--- src/rtl/system_widths_pkg.sv ---
// System-wide data widths shared by the core-array blocks.
package system_widths_pkg;
  localparam int INSTR_W = 32;
endpackage

--- src/rtl/dispatcher_pkg.sv ---
// Types and widths for the per-core instruction dispatcher.
package dispatcher_pkg;
  import system_widths_pkg::*;

  localparam int DISP_INSTR_W = INSTR_W;
  localparam int DISP_CNT_W   = 16;

  typedef enum logic [1:0] {
    IDLE  = 2'd0,
    DRAIN = 2'd1,
    DONE  = 2'd2,
    WAIT  = 2'd3
  } disp_state_e;
endpackage

--- src/rtl/instr_fifo.sv ---
// Single-core instruction FIFO: registered head, no bypass, synchronous flush.
module instr_fifo
  import dispatcher_pkg::*;
#(
  parameter int DEPTH = 8
) (
  input  logic                    clk,
  input  logic                    rst_n,
  input  logic                    push,
  input  logic                    pop,
  input  logic                    flush,
  input  logic [DISP_INSTR_W-1:0] din,
  output logic [DISP_INSTR_W-1:0] head,
  output logic                    empty,
  output logic                    full
);
  localparam int PTR_W = $clog2(DEPTH);
  localparam int OCC_W = PTR_W + 1;

  logic [DISP_INSTR_W-1:0] mem_q [DEPTH];
  logic [PTR_W-1:0]        wr_ptr_q, wr_ptr_d;
  logic [PTR_W-1:0]        rd_ptr_q, rd_ptr_d;
  logic [OCC_W-1:0]        occ_q, occ_d;
  logic                    push_ok, pop_ok;

  assign empty   = (occ_q == '0);
  assign full    = (occ_q == OCC_W'(DEPTH));
  assign push_ok = push && !full && !flush;
  assign pop_ok  = pop && !empty && !flush;
  // Stale storage is masked so an empty FIFO always presents zero.
  assign head    = empty ? '0 : mem_q[rd_ptr_q];

  always_comb begin
    wr_ptr_d = wr_ptr_q;
    rd_ptr_d = rd_ptr_q;
    occ_d    = occ_q;
    if (flush) begin
      wr_ptr_d = '0;
      rd_ptr_d = '0;
      occ_d    = '0;
    end else begin
      if (push_ok) wr_ptr_d = wr_ptr_q + PTR_W'(1);
      if (pop_ok)  rd_ptr_d = rd_ptr_q + PTR_W'(1);
      case ({push_ok, pop_ok})
        2'b10:   occ_d = occ_q + OCC_W'(1);
        2'b01:   occ_d = occ_q - OCC_W'(1);
        default: occ_d = occ_q;
      endcase
    end
  end

  always_ff @(posedge clk or negedge rst_n) begin
    if (!rst_n) begin
      wr_ptr_q <= '0;
      rd_ptr_q <= '0;
      occ_q    <= '0;
    end else begin
      wr_ptr_q <= wr_ptr_d;
      rd_ptr_q <= rd_ptr_d;
      occ_q    <= occ_d;
    end
  end

  always_ff @(posedge clk) begin
    if (push_ok) mem_q[wr_ptr_q] <= din;
  end
endmodule

--- src/rtl/instr_dispatcher.sv ---
// Routes host instructions into per-core FIFOs, counts deliveries, and runs the drain handshake.
// Handshakes: a transfer happens on a rising edge where valid && ready; valid never waits on ready.
module instr_dispatcher
  import dispatcher_pkg::*;
#(
  parameter int NUM_CORES  = 4,
  parameter int FIFO_DEPTH = 8,
  parameter int CID_W      = (NUM_CORES > 1) ? $clog2(NUM_CORES) : 1
) (
  input  logic                              clk,
  input  logic                              resetN,
  input  logic                              host_valid,
  output logic                              host_ready,
  input  logic [DISP_INSTR_W-1:0]           host_instr,
  input  logic [CID_W-1:0]                  host_core_id,
  output logic [NUM_CORES-1:0]              core_valid,
  output logic [NUM_CORES*DISP_INSTR_W-1:0] core_instr,
  input  logic [NUM_CORES-1:0]              core_ready,
  input  logic                              flush,
  input  logic                              drain_req,
  output logic                              drain_done,
  output logic [NUM_CORES-1:0]              fifo_full,
  output logic [NUM_CORES*DISP_CNT_W-1:0]   disp_count,
  output logic [1:0]                        dbg_state
);
  disp_state_e            state_q, state_d;
  logic [NUM_CORES-1:0]   empty_w, push_w, pop_w;
  logic [DISP_CNT_W-1:0]  cnt_q [NUM_CORES];
  logic [DISP_CNT_W-1:0]  cnt_d [NUM_CORES];
  logic                   sel_full, host_fire, quiesced;

  // An out-of-range core ID matches no FIFO: it reads as not full and the word is dropped.
  always_comb begin
    sel_full = 1'b0;
    for (int i = 0; i < NUM_CORES; i++) begin
      if (host_core_id == CID_W'(i)) sel_full = fifo_full[i];
    end
  end

  assign host_ready = (state_q == IDLE) && !sel_full;
  assign host_fire  = host_valid && host_ready;

  always_comb begin
    push_w = '0;
    for (int i = 0; i < NUM_CORES; i++) begin
      if (host_core_id == CID_W'(i)) push_w[i] = host_fire;
    end
  end

  // Flush suppresses the pop, so the delivery counter must not advance either.
  assign pop_w = core_valid & core_ready & {NUM_CORES{!flush}};

  for (genvar g = 0; g < NUM_CORES; g++) begin : g_core
    instr_fifo #(.DEPTH(FIFO_DEPTH)) u_fifo (
      .clk   (clk),
      .rst_n (resetN),
      .push  (push_w[g]),
      .pop   (pop_w[g]),
      .flush (flush),
      .din   (host_instr),
      .head  (core_instr[g*DISP_INSTR_W +: DISP_INSTR_W]),
      .empty (empty_w[g]),
      .full  (fifo_full[g])
    );

    assign core_valid[g] = !empty_w[g];
    assign cnt_d[g]      = pop_w[g] ? cnt_q[g] + DISP_CNT_W'(1) : cnt_q[g];
    assign disp_count[g*DISP_CNT_W +: DISP_CNT_W] = cnt_q[g];

    always_ff @(posedge clk or negedge resetN) begin
      if (!resetN) cnt_q[g] <= '0;
      else         cnt_q[g] <= cnt_d[g];
    end
  end

  assign quiesced = (&empty_w) && (&core_ready);

  always_comb begin
    state_d = state_q;
    case (state_q)
      IDLE:    if (drain_req) state_d = DRAIN;
      DRAIN: begin
        if (!drain_req)    state_d = IDLE;
        else if (quiesced) state_d = DONE;
      end
      DONE:    state_d = WAIT;
      WAIT:    if (!drain_req) state_d = IDLE;
      default: state_d = IDLE;
    endcase
  end

  always_ff @(posedge clk or negedge resetN) begin
    if (!resetN) state_q <= IDLE;
    else         state_q <= state_d;
  end

  assign drain_done = (state_q == DONE);
  assign dbg_state  = state_q;
endmodule

--- config.mk ---
export PLATFORM = sky130hd
export DESIGN_NAME = instr_dispatcher
export DESIGN_NICKNAME = d
export VERILOG_FILES = /design/src/rtl/system_widths_pkg.sv /design/src/rtl/dispatcher_pkg.sv /design/src/rtl/instr_fifo.sv /design/src/rtl/instr_dispatcher.sv
export SDC_FILE = /design/constraint.sdc
export NUM_CORES = 1
export LEC_CHECK = 0
export BUFFER_PORTS_ARGS = -buffer_cell sky130_fd_sc_hd__buf_2
export CORE_UTILIZATION = 55
export DETAILED_ROUTE_END_ITERATION = 7
export GPL_ROUTABILITY_DRIVEN = 0
export PLACE_DENSITY_LB_ADDON = 0.2
export REMOVE_ABC_BUFFERS = 1
export SETUP_SLACK_MARGIN = 0.3
export SLEW_MARGIN = 10
export SYNTH_ARGS = -nofsm -noshare
export SYNTH_HDL_FRONTEND = slang
export SYNTH_SLANG_ARGS = --single-unit
--- constraint.sdc ---
create_clock -name clk -period 6.43 [get_ports clk]
set_input_delay 0.643 -clock clk [delete_from_list [all_inputs] [get_ports clk]]
set_output_delay 0.643 -clock clk [all_outputs]
set_load 0.1 [all_outputs]
==> impl_metrics.toml, run 1 <==
[global_routing]
antenna_found_initial = 3
overflow = 0
grt_pass1_wl_mm = 147
grt_start_max_net_pins = 65
track_usage_pct = 24.5
grt_pass1_vias = 22800

[place]
portBuffers = 246
post-dp-hpwl_mm = 55.2
dp_cells = 3424

[worst_hold_path]
hp-class = "in -> async"

[layout]
layout_commonest_cell = "edfxtp_1"
synthToLayoutAreaGrowth_pct = 14.0
final_util_pct = 63.7
drive_above_1_share_pct = 30.0
fill_cells = 5414
final_cell_mix = "1024 x edfxtp_1, 256 x mux4_2, 245 x buf_2"
nets = 2553
finalNonFillerCells = 3628

[clock_tree]
cts_tree = "done"
clkTransAtPathRegs_ns = 0.06
htree_levels = 3
numCtsBuffers = 109
cts_resized = 0
postCtsSetupBuffers = 0
clock-sinks = 1130
clkLatencyLatePin_ns = 0.66
cts_root_buf = "clkbuf_16"
hold_buffers = 0
ctsLongestPathBuffers = 3

[pwr]
power_density_mw_per_mm2 = 452
leakage_nw = 16.8
ir_drop_mv = 0.472

[critical_path]
crit_type = "reg -> out"
cp_cell_sequence = "buf_4 -> mux4_2 -> mux2i_1 -> nor2_1 -> buf_2"
crit_path_end_kind = "output port"
crit_slowest_cell = "dfrtp_4"
slowest_delay_ns = 0.77
crit_required_ns = 5.79
worstSetupStartpointType = "register"
arrival_ns = 3.55
cp_max_fo = 41
reg2reg_slack_ns = 3.05

[sta]
skew_ns = 0.0137
hold_viol = 0
period_share_pct = 65.2
setup_viol = 0
tightest_slew_ns = 1.23
rsz0062_at_grt = "false"
setup_tns_ns = 0
finalCriticalPeriod_ns = 4.19
max_slew_margin_pct = 17.9
drv_slew = 0
clock.fmax_mhz = 239

[logic_synthesis]
synth-compound-area-share_pct = 0.845
synth.avg_cell_area_um2 = 20.3
synthMuxAreaShare_pct = 16.2
synth_seq_cells = 1130
synthFlopType = "edfxtp_1"
synthSimpleGateAreaFrac_pct = 4.28
synth_edf_count = 1024
synth.distinct_cells = 56
synth_warnings = 0
synth_top_family_by_area = "multiplexers"
ys_seq_area_share_pct = 75.2
synthAdderAreaFrac_pct = 0.744
synth_async_sr_flop_share_pct = 9.38
syn_inst = 2189
synthXorXnorAreaFrac_pct = 1.58
syn_area_mm2 = 0.0444

[floorplan]
core_area_mm2 = 0.0794
chipWidth_um = 286
die_area_mm2 = 0.0819
pin_count = 247
start_util_pct = 55.9
die_y_um = 286
num_rows = 103

[drt]
wl_mm = 98.4
wl_per_cell_um = 27.1
dr_total_vias = 22000
drtPass1Iterations = 7
vias_per_cell = 6.06
first_iter_violations = 1898
drtAntennaViolNets = 0
drc = 0

[status]
status = "complete, no violations"

[flow_run]
max_cap_violations = 0
## worst max-delay path, delay by kind of cell (launching register included)
family        cells  cell delay, ns
buf+inv           2            1.04
mux               2            0.90
simple gates      1            0.07
flops             1            0.77
## flip-flops by register name (all words and copies together), names as in the netlist, named ones only
signal and cells:
g_core.u_fifo.occ_q 16, dbg_state 1, disp_count 64, g_core.u_fifo.mem_q 1024, g_core.u_fifo.rd_ptr_q 12, g_core.u_fifo.wr_ptr_q 12
## path summary, 6_finish.rpt
kind                                                 end  cells after the start                         start
max reg2reg                g_core[2].u_fifo.mem_q[3][20]                      4                  dbg_state[0]
max in group asynchronous   g_core[2].u_fifo.rd_ptr_q[0]                      2                        resetN
min reg2reg                               disp_count[31]                      1                disp_count[31]
min                                       disp_count[24]                      1                        resetN
min in group clk                                register                      3                     drain_req
max                                       core_instr[69]                      5  g_core[2].u_fifo.rd_ptr_q[0]
## through the flow
| stage | total power (W) | worst slack (ns) | hold slack (ns) | cell area, um^2 |
|---|---|---|---|---|
| 2_1_floorplan | 0.0153 | 0.673 | 0.347 | 44000 |
| 3_3_place_gp | 0.0168 | 2.86 | 0.455 | 47100 |
| 3_5_place_dp | 0.0169 | 2.80 | 0.459 | 47100 |
| 4_1_cts | 0.0231 | 2.15 | 0.0436 | 50600 |
| 5_1_grt | 0.0236 | 2.02 | 0.0933 | 50600 |
| 6_report | 0.0229 | 2.24 | 0.0350 | 50600 |
## routing by layer
metal | GRT usage [%] | routed length [um] | up-vias
li1 | - | - | 9456
met1 | 34.4 | 40800 | 11700
met2 | 41.2 | 49800 | 744
met3 | 3.23 | 6040 | 109
met4 | 6.34 | 1720 | 4
met5 | 0 | 27 | -
## area by class of cell
class                           count  area, um^2  share of cell area [%]
Antenna cell                        2        5.00                 0.00989
Sequential cell                  1130       33400                    66.1
Clock buffer                      137        2920                    5.78
Tap cell                         1050        1310                    2.60
Timing Repair Buffer              290        1580                    3.13
Multi-Input combinational cell    940       10800                    21.2
Clock inverter                     64         546                    1.08
Inverter                           15        56.3                   0.111
## logic make-up (layout without fill, tap and decap cells)
family	Yosys count	in the layout
DFF	1130	1130
muxes	398	398
and+or+nand+nor	389	389
buffers and inverters	119	506
xor gates and xnor gates	80	80
AOI/OAI and AO/OA	49	49
adders and majority gates	24	24
other	0	2
## synth_stat cells, types with 3 or more instances
cell | n | share of area [%]
a211oi_1 | 4 | 0.068
a21o_1 | 5 | 0.085
a21oi_1 | 16 | 0.18
and2_1 | 3 | 0.042
and3_1 | 13 | 0.18
and4_1 | 7 | 0.14
buf_1 | 25 | 0.21
buf_2 | 25 | 0.28
buf_4 | 4 | 0.068
clkbuf_1 | 48 | 0.41
dfrtp_1 | 106 | 6.0
edfxtp_1 | 1024 | 69
fa_1 | 4 | 0.18
ha_1 | 20 | 0.56
inv_1 | 15 | 0.13
mux2_2 | 6 | 0.15
mux2i_1 | 134 | 3.0
mux4_2 | 256 | 13
nand2_1 | 43 | 0.36
nand2b_1 | 13 | 0.18
nand3_1 | 28 | 0.32
nand4_1 | 23 | 0.32
nor2_1 | 184 | 1.6
nor2b_1 | 8 | 0.11
nor3_1 | 33 | 0.37
nor3b_1 | 3 | 0.051
nor4_1 | 10 | 0.14
nor4_2 | 5 | 0.14
o21ai_0 | 7 | 0.079
o41ai_2 | 3 | 0.11
or4b_1 | 3 | 0.068
xnor2_1 | 47 | 0.93
xor2_1 | 33 | 0.65
## power breakdown
part | switching [W] | internal (W) | leakage, nW
sequential | 0.000388 | 0.00814 | 10.6
combinational | 0.00642 | 0.00174 | 4.50
clock | 0.00265 | 0.00353 | 1.70
(Power assumes the default switching activity.)
==> run 2, diff against run 1 <==
==> constraint.sdc (replaced) <==
create_clock -name clk -period 4 [get_ports clk]
set_input_delay 0.4 -clock clk [delete_from_list [all_inputs] [get_ports clk]]
set_output_delay 0.4 -clock clk [all_outputs]
set_load 0.1 [all_outputs]
==> impl_metrics.toml, run 2 (same netlist as run 1, synthesis figures left out) <==
[floorplan]
start_util_pct = 55.9
die_area_mm2 = 0.0819
core_area_mm2 = 0.0794
die_y_um = 286
pin_count = 247
chipWidth_um = 286
num_rows = 103

[clock_tree]
numCtsBuffers = 110
clkLatencyLatePin_ns = 0.67
cts_resized = 0
clock-sinks = 1130
cts_root_buf = "clkbuf_16"
postCtsSetupBuffers = 0
ctsLongestPathBuffers = 3
hold_buffers = 2
htree_levels = 3
clkTransAtPathRegs_ns = 0.06
cts_tree = "done"

[critical_path]
arrival_ns = 3.10
worstSetupStartpointType = "register"
r2r-start = "g_core[1].u_fifo.occ_q[1]"
cp_max_fo = 29
cp_cell_sequence = "buf_4 -> mux4_2 -> mux2i_1 -> nor2_1 -> buf_2"
crit_slowest_cell = "dfrtp_4"
startpoint = "g_core[0].u_fifo.rd_ptr_q[0]"
slowest_delay_ns = 0.82
crit_path_end_kind = "output port"
crit_required_ns = 3.60
crit_type = "reg -> out"

[layout]
synthToLayoutAreaGrowth_pct = 14.5
final_util_pct = 64.1
final_cell_mix = "1024 x edfxtp_1, 256 x mux4_2, 245 x buf_2"
drive_above_1_share_pct = 30.3
multi_input_area_mm2 = 0.0108
post-route-cell-area_mm2 = 0.0509
layout_commonest_cell = "edfxtp_1"
fill_cells = 5378
finalNonFillerCells = 3649
largest_register_ffs = 1024
regMostFlops = "g_core.u_fifo.mem_q"
seq_area_mm2 = 0.0334
nets = 2575

[worst_hold_path]
hp-start = "core_ready[2]"
hp-class = "in -> reg"

[drt]
first_iter_violations = 2085
vias_per_cell = 6.10
dr_total_vias = 22300
wl_met1_mm = 40.1
highest_layer = "met5"
drc = 0
drtPass1Iterations = 5
wl_per_cell_um = 26.8
drtAntennaViolNets = 0
wl_met3_mm = 6.65
dr_wl_met2_mm = 48.1
wl_mm = 97.9

[pwr]
ir_drop_mv = 0.971
finalPower_w = 0.0369
power_density_mw_per_mm2 = 725
leakage_nw = 16.9

[sta]
clock.fmax_mhz = 286
skew_ns = 0.0212
drv_slew = 0
finalCriticalPeriod_ns = 3.50
setup_tns_ns = 0
hold_viol = 0
rsz0062_at_grt = "false"
tightest_slew_ns = 1.16
period_share_pct = 87.4
setup_viol = 0
max_slew_margin_pct = 21.6

[global_routing]
track_usage_pct = 24.4
antenna_found_initial = 8
grt_start_max_net_pins = 76
overflow = 0
grt_pass1_wl_mm = 146
grt_pass1_vias = 23000

[place]
placed_cell_area_mm2 = 0.0474
post-dp-hpwl_mm = 55.6
dp_cells = 3444
portBuffers = 246

[status]
status = "complete, no violations"

[flow_run]
max_cap_violations = 0
run 2: metrics by stage:
stage	worst slack (ns)	hold WS, ns
floorplan	-1.76	0.104
global placement	0.995	0.454
detailed placement	0.900	0.459
CTS	0.418	0.0587
global route	0.332	0.0884
finish	0.503	0.101
run 2: worst paths after layout:
kind	end	slack, ns	depth (start not counted)
worst max-delay path	core_instr[4]	0.50	5
worst min-delay path	g_core[2].u_fifo.rd_ptr_q[1]	0.10	3
worst max register to register	g_core[1].u_fifo.occ_q[3]	0.87	8
worst min register to register	disp_count[63]	0.47	1
max in group asynchronous	disp_count[47]	2.57	3
min in group asynchronous	disp_count[24]	0.43	2
run 2: report_power, final:
part | internal [W] | switching (W)
Sequential | 0.0131 | 0.000545
Combinational | 0.00291 | 0.0105
Clock | 0.00558 | 0.00428
run 2: area by class of cell:
cell class | instances | share of cell area, %
antenna | 2 | 0.00984
tap | 1050 | 2.58
inverter | 15 | 0.111
sequential | 1130 | 65.7
clock buffer | 142 | 5.79
timing repair buffer | 311 | 3.64
multi-input combinational | 940 | 21.1
clock inverter | 59 | 1.00
run 2: layer usage:
layer,global-route usage (%),vias to the layer above
li1,-,9492
met1,34.0,11800
met2,39.5,813
met3,4.13,149
met4,8.74,8
met5,0,-
run 2: critical path: cells and delay by family (launching register included):
family | cells | cell delay, ns
and+or+nand+nor | 1 | 0.09
DFF | 1 | 0.82
muxes | 2 | 0.79
buffers and inverters | 2 | 0.69
